`config.mk`:
```
export PLATFORM = sky130hd
export DESIGN_NAME = csa_accum_sequencer_flat
export DESIGN_NICKNAME = d
export VERILOG_FILES = /design/src/rtl/csa_accum_sequencer_if.sv /design/src/rtl/csa_accum_sequencer.sv /design/src/flat_wrapper.sv
export SDC_FILE = /design/constraint.sdc
export NUM_CORES = 1
export LEC_CHECK = 0
export ABC_AREA = 1
export CAP_MARGIN = 40
export CORE_MARGIN = 5
export CORE_UTILIZATION = 50
export DETAILED_ROUTE_END_ITERATION = 12
export PLACE_DENSITY = 0.77
export SYNTH_ARGS = -nofsm -noshare
export SYNTH_HDL_FRONTEND = slang
export SYNTH_HIERARCHICAL = 1
export SYNTH_SLANG_ARGS = --single-unit
```
`constraint.sdc`:
```
create_clock -name clk -period 5.18 [get_ports clk]
set_input_delay 0.518 -clock clk [delete_from_list [all_inputs] [get_ports clk]]
set_output_delay 0.518 -clock clk [all_outputs]
set_load 0.005 [all_outputs]
```
`src/rtl/csa_accum_sequencer_if.sv`:
```
// Operand-stream and result handshake bundle for csa_accum_sequencer.
// master = operand source / result sink, slave = sequencer.
interface csa_accum_sequencer_if #(
  parameter int IN_W  = 8,
  parameter int ACC_W = 20,
  parameter int CNT_W = 8
);
  logic             in_valid;
  logic             in_ready;
  logic [IN_W-1:0]  in_a;
  logic [IN_W-1:0]  in_b;
  logic             in_b_en;
  logic             in_last;
  logic             out_valid;
  logic             out_ready;
  logic [ACC_W-1:0] out_data;
  logic [CNT_W-1:0] out_count;
  logic             out_cnt_sat;

  modport master (
    output in_valid, in_a, in_b, in_b_en, in_last, out_ready,
    input  in_ready, out_valid, out_data, out_count, out_cnt_sat
  );

  modport slave (
    input  in_valid, in_a, in_b, in_b_en, in_last, out_ready,
    output in_ready, out_valid, out_data, out_count, out_cnt_sat
  );
endinterface

```
`src/rtl/csa_accum_sequencer.sv`:
```
// Multi-operand accumulator: redundant S/C/D state folded through a row of 5:3
// counters, resolved by one carry-propagate add at end of stream.

// Per-bit 5:3 counter: popcount of five equal-weight bits as {cout, carry, sum}.
module csa_5to3 (
  input  logic [4:0] x,
  output logic       s,
  output logic       c,
  output logic       co
);
  logic [2:0] n;

  always_comb begin
    n = '0;
    for (int k = 0; k < 5; k++) n = n + 3'(x[k]);
  end

  assign s  = n[0];
  assign c  = n[1];
  assign co = n[2];
endmodule

module csa_accum_sequencer #(
  parameter int IN_W  = 8,
  parameter int ACC_W = 20,
  parameter int CNT_W = 8
) (
  input  logic                   clk,
  input  logic                   reset,
  input  logic                   abort,
  csa_accum_sequencer_if.slave   bus
);
  typedef enum logic [1:0] {ST_IDLE, ST_ACCUM, ST_RESOLVE, ST_OUT} state_t;

  typedef struct packed {
    logic [ACC_W-1:0] data;
    logic [CNT_W-1:0] count;
  } res_t;

  state_t           state, nxt;
  logic [ACC_W-1:0] s_q, c_q, d_q;
  logic [ACC_W-1:0] s_n, cy, co;
  logic [ACC_W-1:0] a_x, b_x;
  logic [CNT_W-1:0] cnt_q;
  logic [CNT_W:0]   cnt_sum;
  logic             sat_q, ovf;
  logic             rdy, accept, clr, resolve, vld;
  res_t             res_q;

  assign a_x = {{(ACC_W-IN_W){bus.in_a[IN_W-1]}}, bus.in_a};
  assign b_x = bus.in_b_en ? {{(ACC_W-IN_W){bus.in_b[IN_W-1]}}, bus.in_b} : '0;

  // One counter per accumulator bit; carries shift up one place, couts two.
  for (genvar i = 0; i < ACC_W; i++) begin : g_bit
    csa_5to3 u_cnt (
      .x  ({s_q[i], c_q[i], d_q[i], a_x[i], b_x[i]}),
      .s  (s_n[i]),
      .c  (cy[i]),
      .co (co[i])
    );
  end

  // in_ready must read low while reset is held even though state already sits in IDLE.
  assign rdy    = ~reset & (state == ST_IDLE || state == ST_ACCUM);
  assign accept = bus.in_valid & rdy & ~abort;

  // A beat carries one or two operands; sat marks that clamping actually happened.
  assign cnt_sum = {1'b0, cnt_q} + (CNT_W+1)'({bus.in_b_en, ~bus.in_b_en});
  assign ovf     = cnt_sum[CNT_W];

  always_ff @(posedge clk or posedge reset) begin
    if (reset) state <= ST_IDLE;
    else       state <= nxt;
  end

  always_comb begin
    nxt     = state;
    vld     = 1'b0;
    clr     = 1'b0;
    resolve = 1'b0;
    case (state)
      ST_IDLE:    if (accept) nxt = bus.in_last ? ST_RESOLVE : ST_ACCUM;
      ST_ACCUM:   if (accept && bus.in_last) nxt = ST_RESOLVE;
      ST_RESOLVE: begin
        resolve = 1'b1;
        nxt     = ST_OUT;
      end
      ST_OUT: begin
        vld = 1'b1;
        if (bus.out_ready) begin
          nxt = ST_IDLE;
          clr = 1'b1;
        end
      end
      default:    nxt = ST_IDLE;
    endcase
    if (abort) begin
      nxt     = ST_IDLE;
      clr     = 1'b1;
      resolve = 1'b0;
    end
  end

  always_ff @(posedge clk or posedge reset) begin
    if (reset) begin
      s_q   <= '0;
      c_q   <= '0;
      d_q   <= '0;
      cnt_q <= '0;
      sat_q <= 1'b0;
    end else if (clr) begin
      s_q   <= '0;
      c_q   <= '0;
      d_q   <= '0;
      cnt_q <= '0;
      sat_q <= 1'b0;
    end else if (accept) begin
      s_q   <= s_n;
      c_q   <= cy << 1;
      d_q   <= co << 2;
      cnt_q <= ovf ? '1 : cnt_sum[CNT_W-1:0];
      sat_q <= sat_q | ovf;
    end
  end

  // Result registers only move on the resolve edge, so they hold through stalls and aborts.
  always_ff @(posedge clk or posedge reset) begin
    if (reset)        res_q <= '0;
    else if (resolve) res_q <= '{data: s_q + c_q + d_q, count: cnt_q};
  end

  assign bus.in_ready    = rdy;
  assign bus.out_valid   = vld;
  assign bus.out_data    = res_q.data;
  assign bus.out_count   = res_q.count;
  assign bus.out_cnt_sat = sat_q;
endmodule

```
`src/flat_wrapper.sv`:
```
// flat-port wrapper written by rule: the top's interface ports become plain ports
module csa_accum_sequencer_flat 
#(
  parameter int IN_W  = 8,
  parameter int ACC_W = 20,
  parameter int CNT_W = 8
)
  (clk, reset, abort, bus_in_valid, bus_in_a, bus_in_b, bus_in_b_en, bus_in_last, bus_out_ready, bus_in_ready, bus_out_valid, bus_out_data, bus_out_count, bus_out_cnt_sat);
  csa_accum_sequencer_if #(.IN_W(IN_W), .ACC_W(ACC_W), .CNT_W(CNT_W)) bus_i ();
  input  logic clk;
  input  logic reset;
  input  logic abort;
  input wire logic [$bits(bus_i.in_valid)-1:0] bus_in_valid;
  input wire logic [$bits(bus_i.in_a)-1:0] bus_in_a;
  input wire logic [$bits(bus_i.in_b)-1:0] bus_in_b;
  input wire logic [$bits(bus_i.in_b_en)-1:0] bus_in_b_en;
  input wire logic [$bits(bus_i.in_last)-1:0] bus_in_last;
  input wire logic [$bits(bus_i.out_ready)-1:0] bus_out_ready;
  output wire logic [$bits(bus_i.in_ready)-1:0] bus_in_ready;
  output wire logic [$bits(bus_i.out_valid)-1:0] bus_out_valid;
  output wire logic [$bits(bus_i.out_data)-1:0] bus_out_data;
  output wire logic [$bits(bus_i.out_count)-1:0] bus_out_count;
  output wire logic [$bits(bus_i.out_cnt_sat)-1:0] bus_out_cnt_sat;
  assign bus_i.in_valid = bus_in_valid;
  assign bus_i.in_a = bus_in_a;
  assign bus_i.in_b = bus_in_b;
  assign bus_i.in_b_en = bus_in_b_en;
  assign bus_i.in_last = bus_in_last;
  assign bus_i.out_ready = bus_out_ready;
  assign bus_in_ready = bus_i.in_ready;
  assign bus_out_valid = bus_i.out_valid;
  assign bus_out_data = bus_i.out_data;
  assign bus_out_count = bus_i.out_count;
  assign bus_out_cnt_sat = bus_i.out_cnt_sat;
  csa_accum_sequencer #(.IN_W(IN_W), .ACC_W(ACC_W), .CNT_W(CNT_W)) u_core (.clk(clk), .reset(reset), .abort(abort), .bus(bus_i));
endmodule
```
Yosys cells after proc, flatten, opt, wreduce, memory -nomap -nowiden:

Cells that the tools add are included.

* bits in registers: 99
* bits of input ports: 23
* output and inout port bits: 31

* add/sub/neg operators: 83
* eq/ne operators: 6
* mux-type cells: 24
* bitwise gates (word level): 7
* reductions and logical operators: 5

Operators with widths (number)
* two-way mux 20 bit: 7
* adder 3 x 1 -> 3 bit: 36
* adder 2 x 1 -> 3 bit: 18
* adder 20 bit: 2
* adder 1 x 1 -> 2 bit: 19
* two-way mux 8 bit: 3
* two-way mux 2 bit: 5
* adder 8 x 2 -> 9 bit: 1
* two-way mux 1 bit: 8
* one-hot mux 2 bit (4 select lines): 1
* adder 2 x 1 -> 2 bit: 3
* != test 3 bit, second input constant: 2
* adder 1 bit: 4
* equality test 2 bit, second input constant: 2
* AND 1 bit: 3
* != test 3 x 2 -> 1 bit, second input constant: 1
* inverter 1 bit: 3
* AND reduction 3 bit: 1
* equality test 2 x 1 -> 1 bit, second input constant: 1
* zero test 2 bit: 1
* nonzero test 2 bit: 1
* logical AND 1 bit: 1
* logical OR 1 bit: 1
* bitwise OR 1 bit: 1

Longest topological paths before layout:

Gate-level depths: netlist (run 1).

* depth after elaboration: 9
* gate-level depth with buffers: 13
* mapped depth without buffers: 13

Hierarchy:

The synthesis (run 1) kept the hierarchy.

By module, submodules not included
* csa_accum_sequencer: instances 1, cells an instance 657, area an instance 5357.6 µm²
* csa_5to3: instances 20, cells an instance 8, area an instance 71.3 µm²

Least setup slack after synthesis (run 1):

OpenSTA, ideal clock, no wires.

* kind: input-to-reg
* from: input bus_in_b_en
* to: register u_core.c_q[10]
* arrival time: 2414 ps
* setup slack: 2649 ps
* stages: 10
* path through: clkbuf_1 nand2_1 inv_1 inv_1 fa_1 inv_1 fa_1 ha_1 nand2_1 nand2_1

* longest elaborated chain between the ends: 7

RTL lines
* from (decl): RTL line flat_wrapper.sv:16 `input wire logic [$bits(bus_i.in_b_en)-1:0] bus_in_b_en;`
* two-way mux 20 bit: RTL line csa_accum_sequencer.sv:51 `assign b_x = bus.in_b_en ? {{(ACC_W-IN_W){bus.in_b[IN_W-1]}}, bus.in_b} : '0;`
* adder 1 x 1 -> 2 bit: RTL line csa_accum_sequencer.sv:15 `for (int k = 0; k < 5; k++) n = n + 3'(x[k]);`
* adder 2 x 1 -> 3 bit: RTL line csa_accum_sequencer.sv:15
* adder 3 x 1 -> 3 bit (2 in a row): RTL line csa_accum_sequencer.sv:15
* via u_core.cy[9]: RTL line csa_accum_sequencer.sv:42 `logic [ACC_W-1:0] s_n, cy, co;`
* two-way mux 20 bit: RTL line csa_accum_sequencer.sv:117 `end else if (accept) begin`
* two-way mux 20 bit: RTL line csa_accum_sequencer.sv:111 `end else if (clr) begin`
* to (signal assigned): RTL line csa_accum_sequencer.sv:119 `c_q <= cy << 1;`
* to (decl): RTL line csa_accum_sequencer.sv:41 `logic [ACC_W-1:0] s_q, c_q, d_q;`

The timed path passes the listed nets, and every way through them passes these cells. The select of a mux whose other input is x is not followed.
A chain may end at the register's enable or synchronous reset.

Worst setup path after layout (run 1):

* from: input bus_in_b_en
* to: register u_core.c_q[13]

Same word-level chain as after synthesis.

==> impl_results.md, run 1 <==
* Fin Hold WS at 0.482 ns
* Core area at ~13,000 µm²
* Wire per inst at roughly 13 µm
* Port-buffer cells at 53
* Synth warn at 6
* H-Tree Depth at 3
* Full die area at around 16,000 µm²
* Pin count of the biggest net entering global routing at 60
* Fraction of layout cells with a size suffix above 1 at 3.00%
* Final Setup Violations at 0
* Fin crit period at ~2.9 ns
* TritonCTS Buffers at 9
* Worst Setup End Kind: register
* Max Root-Sink Buffers at 2
* Setup Skew at ~0.0093 ns
* Area Overhead vs Synth at 14.8%
* Final Hold Violating Endpoints at 0
* Worst-Skew Late Latency at between 0.3 and 0.4 ns
* Ordered cell list for the critical path: clkdlybuf4s50_1 > buf_4 > nand2_1 > inv_1 > inv_1 > fa_1 > inv_1 > fa_1 > ha_1 > nand2_1 > nand2_1
* CP top delay family: buffers and inverters
* RSZ-0062 raised after global routing: false
* Final Cycle Share at 55.7%
* Max IR drop VDD at between 0.15 and 0.2 mV
* Worst Setup Start Kind: input port
* Vias per inst at about 5.0
* RePlAce Congestion at between 0.8 and 0.9
* Buffers and inverters on the worst path at 5
* Critical path type: in2reg
* First-pass GRT wire length at between 20,000 and 25,000 µm
* # IOs at 54
* Initial Utilization at 51.1%
* Flop2flop setup slack at between 2 and 2.5 ns
* CTS tree: done
* Leakage power at about 4.4 nW
* MaxCap Viol Count at 0
* Root Buffer: clkbuf_16
* Status: finished, final reports clean
* Syn_area_per_cell at 8.30 µm²
* Placed inst area at roughly 7500 µm²
* GR Overflow Total at 0
* Die W at 126 µm
* Number of global-route vias before repair at slightly above 5,000
* Post-route ant nets at 0
* Mapped Area at about 6800 µm²
* Cells after Synth at 815
* Final-report max-slew violation count at 0
* Relative slew margins at just over 50%
* Clock slew at reported path FFs at around 0.070 ns
* CP max stage delay at approximately 0.55 ns
* Critical path depth at 11
* Post-CTS Setup Bufs at 0
* Initial DRC Count at around 440
* Total Routing Usage GR at about 19%
* Dpl hpwl at ~10000 µm
* Slowest-stage cell, CP: fa_1
* Worst slack, placed at ~1.9 ns
* Crit path DAT at about 3.1 ns
* Worst slew pin tran at 0.737 ns
* Reg2reg path depth at 12
* Core Util, Final at between 50% and 60%
* Gates resized, CTS repair at 0
* # diodes at 0
* Final #Nets at between 900 and 1,000
* Drt pass-1 iters at 5
* Worst Hold Depth at 2
* Required @ worst endpoint at approximately 5.4 ns
* Die Height at approximately 130 µm
* Setup_tns at 0 ns
* Initial antenna violation count at 0
* CTS sink cnt at 96
* Fillers at between 1,000 and 1,500
* PwrDens at 309 nW/µm²
* Vias at 5,196
* Tightest Hold Check Type: reg2reg
* Fmax at 347 MHz
* # DRC at 0
* CP max FO at 13
* Post-Route WL at approximately 14,000 µm
* Final instance area at 7770 µm²
* # hold bufs at CTS at 0
* Row count at 42
* PnR worst setup slack at 2.30 ns
[registers in the layout (all words and copies together) (netlist names)]
signal	count
u_core/bus.out_data	20
u_core/bus.out_cnt_sat	1
u_core/state	2
u_core/bus.out_count	8
u_core/c_q	19
u_core/s_q	20
u_core/cnt_q	8
u_core/d_q	18
[worst reg2reg max path, cell delays in order, from the launching register on]
cell and delay (ns):
dfrtp_1 0.43, fa_1 0.57, ha_1 0.21, inv_1 0.07, fa_1 0.40, o21ai_1 0.31
nand2_1 0.11, nand2_1 0.17, nand2_1 0.10, nand2_1 0.07, nand2_1 0.05, nand3_1 0.06
nand2_1 0.05
[layout make-up]
class | instances | area, µm² | share of cell area, %
clock buffer | 14 | 254 | 3.27
clock inverter | 2 | 38.8 | 0.499
inverter | 155 | 584 | 7.52
multi-input combinational | 541 | 3680 | 47.4
sequential | 96 | 2400 | 30.9
tap | 176 | 220 | 2.83
timing repair buffer | 59 | 588 | 7.57
[metal layers]
layer	part of all wire [%]	vias up	GRT usage, %	wire (µm)
met5	0	-	0	0
met4	0.93	0	4.67	128
met3	4.4	8	3.03	606
met2	48	112	30.2	6660
met1	47	2495	26.2	6440
li1	-	2581	-	-
[where the power goes]
group          leakage, nW  internal [mW]  switching (mW)  total [mW]
Sequential            1.32          0.877           0.102       0.979
Clock                0.141          0.389           0.274       0.663
Combinational         2.90          0.354           0.403       0.756
Total                 4.37           1.62           0.779        2.40
[metrics by stage]
stage          cells  power [mW]
5_1_grt         1043        2.57
3_5_place_dp    1027        1.76
2_1_floorplan    817        1.42
4_1_cts         1043        2.43
6_report        1043        2.40
3_3_place_gp    1026        1.73
[layout by cell type, fill, tap and decap left out, drive strengths merged]
cell type / count
o211ai: 2
conb: 3
nand2: 250
nand3: 82
o21a: 1
clkbuf: 14
buf: 6
o22ai: 2
a21o: 1
fa: 59
o32ai: 1
nor4: 1
xor2: 5
nor2: 19
ha: 43
inv: 155
nand3b: 3
o21ai: 38
a22oi: 1
clkinv: 1
xnor2: 5
nor3: 4
o21bai: 1
dfrtp: 96
bufinv: 1
a21oi: 18
and2: 2
clkdlybuf4s50: 53
[final timing paths]
| check | startpoint | end |
|---|---|---|
| setup reg to reg | u_core/s_q[2] | u_core/bus.out_data[14] |
| hold reg to reg | u_core/bus.out_data[16] | u_core/bus.out_data[16] |
| max in group asynchronous | reset | u_core/s_q[11] |
| setup / recovery | bus_in_b_en | u_core/c_q[13] |
| min in group asynchronous | reset | u_core/bus.out_count[4] |
| hold / removal | u_core/bus.out_data[16] | u_core/bus.out_data[16] |
(Power assumes the default switching activity.)
==> run 2, diff against run 1 <==
PLACE_DENSITY = 0.8   (was 0.77)
clock period = 2.4 ns   (was 5.18 ns; I/O delays follow)
==> run 2 against run 1 <==
- the run now ends with setup timing left
- final area grew 5.4%
- cell count grew 2.5%
- critical path depth grew 1
==> impl_results.md, run 2 (synthesis results as in run 1) <==
* Status: complete, but fails checks
* Failing checks: setup timing
* PwrDens at 644 nW/µm² (+110%)
* Vias per inst at 5.19 (+4.3%)
* H-Tree Depth at 3 (unchanged)
* Required @ worst endpoint at 2.63 ns (-2.79 ns)
* Final Cycle Share at 101%
* Final #Nets at 1,013 (+2.6%)
* Setup_tns at -0.0353 ns (-0.0353 ns)
* Fmax at ~410 MHz
* # IOs at 54 (unchanged)
* # diodes at 0 (unchanged)
* Number of global-route vias before repair at 5,496 (+6.0%)
* Leakage power at 4.50 nW (+3.1%)
* Sw Ratio at 34.0% (+1.5 points)
* Int Power at 3.49 mW (+120%)
* Fraction of layout cells with a size suffix above 1 at 10.2% (+7.2 points)
* Drt pass-1 iters at 5 (unchanged)
* Clock slew at reported path FFs at 0.07 ns (about the same)
* Worst-Skew Late Latency at 0.35 ns (about the same)
* Clock Power Share at 25.8% (-1.8 points)
* TritonCTS Buffers at 9 (unchanged)
* Setup Skew at 0.00912 ns (-0.000165 ns)
* Max Root-Sink Buffers at 2 (unchanged)
* Most frequent cells in the layout: 241 x nand2_1, 152 x inv_1, 94 x dfrtp_1
* CP max FO at 3 (-10)
* MaxCap Viol Count at 0 (unchanged)
* # hold bufs at CTS at 0 (unchanged)
* Final Hold Violating Endpoints at 0 (unchanged)
* Dpl hpwl at 10,800 µm (+7.9%)
* Root Buffer: clkbuf_16
* GR Overflow Total at 0 (unchanged)
* Relative slew margins at 56.9% (+6.0 points)
* CTS sink cnt at 96 (unchanged)
* Wire per inst at 14.1 µm (+6.2%)
* Placed inst area at 7670 µm² (+2.6%)
* Comb pwr share at 33.9% (+2.4 points)
* Worst slew pin tran at 0.647 ns (-0.0904 ns)
* Post-route ant nets at 0 (unchanged)
* Final instance area at 8190 µm² (+5.4%)
* NetSw at 1.79 mW (+130%)
* Critical path type: reg2reg
* Die Height at 126 µm (unchanged)
* Die W at 126 µm (unchanged)
* First-pass GRT wire length at 25,600 µm (+4.8%)
* Port-buffer cells at 53 (unchanged)
* RePlAce Congestion at 0.887 (+1.6%)
* Core Util, Final at 61.9% (+3.2 points)
* Flop2flop setup slack at -0.02 ns (-2.49 ns)
* Area Overhead vs Synth at 21.0%
* Vias at 5,552 (+6.9%)
* PnR worst setup slack at -0.0219 ns (-2.32 ns)
* Row count at 42 (unchanged)
* Pin count of the biggest net entering global routing at 64 (+6.7%)
* Most common cell after layout, fill and taps aside: nand2_1
* Initial Utilization at 51.1% (unchanged)
* Core area at 13,200 µm² (unchanged)
* Full die area at 16,000 µm² (unchanged)
* Reg2reg start: u_core/d_q[2]
* Worst Setup Start Kind: register
* RSZ-0062 raised after global routing: true
* Final Setup Violations at 3 (+3)
* Total chip power at 5.28 mW (+120%)
* Tightest Hold Check Type: in2async
* Initial antenna violation count at 0 (unchanged)
* Initial DRC Count at 517 (+19%)
* Reg2reg path depth at 12 (unchanged)
* Final-report max-slew violation count at 0 (unchanged)
* Post-Route WL at 15,100 µm (+8.9%)
* Worst Setup End Kind: register
* Seq pwr share at 40.3% (-0.5 points)
* Crit path DAT at 2.65 ns (-0.47 ns)
* Max IR drop VDD at 0.387 mV (+150%)
* CTS tree: done
* # DRC at 0 (unchanged)
* Total Routing Usage GR at 19.3% (+0.75 points)
* Fin crit period at 2.42 ns
* Worst r2r dst: u_core/bus.out_data[16]
[run 2: cell types whose count changed in the layout (fill, tap and decap cells not counted), sizes merged]
cell           previous run  this run
clkinv                    1         3
dlymetal6s2s              0         1
clkinvlp                  0         4
clkdlybuf4s50            53        52
bufinv                    1         0
inv                     155       154
buf                       6        32
clkbuf                   14        10
[run 2: worst max-delay path, cell delays in order (launching register included)]
cell     delay [ns]
dfrtp_1        0.41
fa_1           0.56
ha_2           0.19
inv_2          0.04
fa_2           0.38
o21ai_4        0.21
nand2_1        0.10
nand2_2        0.11
nand2_2        0.07
nand2_1        0.07
nand2_1        0.06
nand3_2        0.07
nand2_1        0.05
[run 2: final cells by class]
cell class	count	area, µm²
clock inverter	6	45.0
timing repair buffer	85	836
clock buffer	10	239
fill	1047	5050
inverter	155	586
multi-input combinational	541	3860
tap	176	220
sequential	96	2400
[run 2: how the worst max path moves through the flow]
stage                        startpoint                       to  slack [ns]  depth (start not counted)
after CTS                 u_core/s_q[2]  u_core/bus.out_data[16]       0.004                         12
after floorplan           u_core/s_q[2]  u_core/bus.out_data[16]        0.05                         12
after global routing      u_core/d_q[2]  u_core/bus.out_data[12]       -0.14                         12
after detailed placement    bus_in_b_en            u_core/c_q[1]       -0.30                         11
final                     u_core/d_q[2]  u_core/bus.out_data[16]       -0.02                         12
after global placement      bus_in_b_en            u_core/c_q[6]       -0.27                         11
[run 2: routing by layer]
layer	wire length (µm)	part of all wire (%)	vias to the layer above	global-route usage [%]
met4	239	1.6	0	6.06
li1	-	-	2640	-
met2	7160	48	174	31.2
met3	768	5.1	23	3.40
met1	6880	46	2715	26.9
met5	0	0	-	0
[run 2: stage by stage]
| stage | instances | setup slack, ns | hold slack [ns] |
|---|---|---|---|
| finish | 1069 | -0.0219 | 0.387 |
| global route | 1069 | -0.139 | 0.445 |
| CTS | 1064 | 0.00385 | 0.388 |
| detailed placement | 1046 | -0.303 | 0.468 |
| global placement | 1046 | -0.275 | 0.464 |
| floorplan | 817 | 0.0463 | 0.419 |
[run 2: repair_timing]
item                                    CTS  global route
gates resized for setup                   4            36
pin swaps                                 1            14
endpoints found under the setup margin    6            28
setup buffers                             2             5
endpoints found under the hold margin     0             0
[run 2: power groups by stage]
stage | clock network [mW] | registers, mW | logic, mW
after floorplan | 0 | 2.12 | 0.949
after global placement | 0 | 2.15 | 1.65
after detailed placement | 0 | 2.15 | 1.71
after CTS | 1.37 | 2.13 | 1.73
after global routing | 1.43 | 2.17 | 2.02
final | 1.36 | 2.13 | 1.79
==> run 3, diff against run 2 <==
CORE_ASPECT_RATIO = 2   (was unset)
==> run 3 against run 2 <==
- the flow still finishes with violations (setup timing)
- cell count shrank 2.6%
- clock power grew 14%
- register-to-register slack lost 0.03 ns
- combinational power is essentially flat
- setup slack lost 0.034 ns
- largest power group unchanged
- highest routed layer unchanged
==> impl_results.md, run 3 (synthesis results as in run 1) <==
* Fraction of layout cells with a size suffix above 1 at 9.59% (-0.60 points)
* CP top delay family: adder cells
* PwrDens at 670 nW/µm² (+4.0%)
* TritonCTS Buffers at 9 (unchanged)
* Worst slew pin tran at 0.558 ns (-0.0892 ns)
* Vias at 5,471 (-1.5%)
* Clock slew at reported path FFs at 0.07 ns (about the same)
* CP max FO at 3 (unchanged)
* # IOs at 54 (unchanged)
* CP max stage delay at 0.57 ns (about the same)
* Most common cell after layout, fill and taps aside: nand2_1
* Core area at 13,400 µm² (+0.91%)
* CTS sink cnt at 96 (unchanged)
* Fin Hold WS at 0.378 ns (-0.00942 ns)
* Vias per inst at 5.26 (+1.2%)
* Failing checks: setup timing
* Initial DRC Count at 365 (-29%)
* Max Root-Sink Buffers at 2 (unchanged)
* Port-buffer cells at 53 (unchanged)
* Met3 Resource Use GR at 2.94% (-0.46 points)
* Post-Route WL at 15,700 µm (+4.6%)
* Fin crit period at 2.46 ns (+0.0344 ns)
* GR peak layer: met2
* Fmax at 407 MHz (-1.4%)
* # DRC at 0 (unchanged)
* CTS tree: done
* GR Overflow Total at 0 (unchanged)
* Final Cycle Share at 102% (+1.4 points)
* Area Overhead vs Synth at 21.3%
* Leakage power at 4.53 nW (+0.55%)
* Wire per inst at 15.1 µm (+7.4%)
* Register area at 2400 µm² (unchanged)
* Full die area at 16,100 µm² (+0.88%)
* Required @ worst endpoint at 2.63 ns (about the same)
* Initial antenna violation count at 0 (unchanged)
* MaxCap Viol Count at 0 (unchanged)
* Initial Utilization at 50.6% (-0.46 points)
* RSZ-0062 raised after global routing: true
* Crit path DAT at 2.68 ns (+0.03 ns)
* Max IR drop VDD at 0.348 mV (-10%)
* Post-route ant nets at 0 (unchanged)
* Tightest Hold Check Type: in2async
* M2 GR Usage at 36.8% (+5.6 points)
* Buffers and inverters on the worst path at 3 (+2)
* Number of global-route vias before repair at 5,799 (+5.5%)
* Core Util, Final at 61.4% (-0.42 points)
* Worst Setup Start Kind: register
* # hold bufs at CTS at 0 (unchanged)
* Dpl hpwl at 10,800 µm (+0.87%)
* Final #Nets at 1,007 (-0.59%)
* H-Tree Depth at 3 (unchanged)
* Total chip power at 5.50 mW (+4.3%)
* PnR worst setup slack at -0.0563 ns (-0.0344 ns)
* Total Routing Usage GR at 20.3% (+0.97 points)
* Worst-Skew Late Latency at 0.35 ns (about the same)
* First-pass GRT wire length at 26,300 µm (+2.5%)
* Ordered cell list for the critical path: fa_1 > ha_2 > inv_2 > fa_2 > o21ai_2 > buf_6 > nand2_2 > nand2_4 > buf_4 > xnor2_2 > o21ai_1
* Final Setup Violations at 1 (-2)
* Slowest-stage cell, CP: fa_1
* Grt met1 use at 22.3% (-4.5 points)
* Row count at 60 (+43%)
* Drt pass-1 iters at 7 (+2)
* RePlAce Congestion at 0.925 (+4.3%)
* Root Buffer: clkbuf_16
* Pin count of the biggest net entering global routing at 64 (unchanged)
* Multi-input logic area at 3870 µm² (+0.26%)
* Die W at 92.3 µm (-27%)
* Setup Skew at 0.00884 ns (-0.000279 ns)
* Die Height at 175 µm (+38%)
* Fillers at 1,070 (+2.2%)
* # diodes at 0 (unchanged)
* Final Hold Violating Endpoints at 0 (unchanged)
* Status: complete, but fails checks
* Final-report max-slew violation count at 0 (unchanged)
* Worst Setup End Kind: register
* Relative slew margins at 62.7% (+5.9 points)
* Most frequent cells in the layout: 237 x nand2_1, 152 x inv_1, 94 x dfrtp_1
* Critical path type: reg2reg
run 3: changes by cell type in the layout (fill, tap and decap cells not counted), sizes merged:
cell,before,now
buf,32,26
clkinv,3,2
clkinvlp,4,2
dlymetal6s2s,1,0
clkdlybuf4s50,52,53
bufinv,0,2
run 3: per-stage QoR:
| stage | setup slack [ns] | TNS [ns] | cell area (µm²) | cells |
|---|---|---|---|---|
| 2_1_floorplan | 0.0463 | 0 | 6780 | 817 |
| 3_3_place_gp | -0.151 | -3.87 | 7660 | 1022 |
| 3_5_place_dp | -0.213 | -5.02 | 7660 | 1022 |
| 4_1_cts | -0.0120 | -0.0273 | 8020 | 1038 |
| 5_1_grt | -0.129 | -0.576 | 8210 | 1041 |
| 6_report | -0.0563 | -0.0563 | 8210 | 1041 |
run 3: layout make-up:
cell class	instances	share of cell area, %
Multi-Input combinational cell	541	47.2
Sequential cell	96	29.3
Timing Repair Buffer	79	10.2
Inverter	155	7.13
Clock buffer	10	2.91
Tap cell	155	2.36
Clock inverter	5	0.991
run 3: final timing paths:
path | from | to | slack [ns] | cells past startpoint
min in group clk | u_core/bus.out_data[18] | u_core/bus.out_data[18] | 0.48 | 2
max in group asynchronous | reset | u_core/s_q[8] | 1.43 | 3
worst max register to register | u_core/s_q[2] | u_core/bus.out_data[8] | -0.06 | 11
worst min-delay path | reset | u_core/bus.out_count[5] | 0.38 | 2
worst min register to register | u_core/bus.out_data[18] | u_core/bus.out_data[18] | 0.48 | 2
worst max-delay path | u_core/s_q[2] | u_core/bus.out_data[8] | -0.06 | 11
run 3: report_power, final:
part	switching, mW	internal (mW)
registers	0.232	1.89
clock network	0.617	0.936
logic	0.954	0.871
run 3: layer usage:
layer	share of wire (%)	up-vias	routed length (µm)
li1	-	2618	-
met1	37	2683	5840
met2	56	118	8850
met3	2.5	52	392
met4	4.2	0	667
met5	0	-	0
run 3: what timing repair did:
item	4_1_cts	5_1_grt
endpoints found under the setup margin	7	11
buffers inserted	1	4
pin swaps	6	12
endpoints found under the hold margin	0	0
resized for setup	13	32
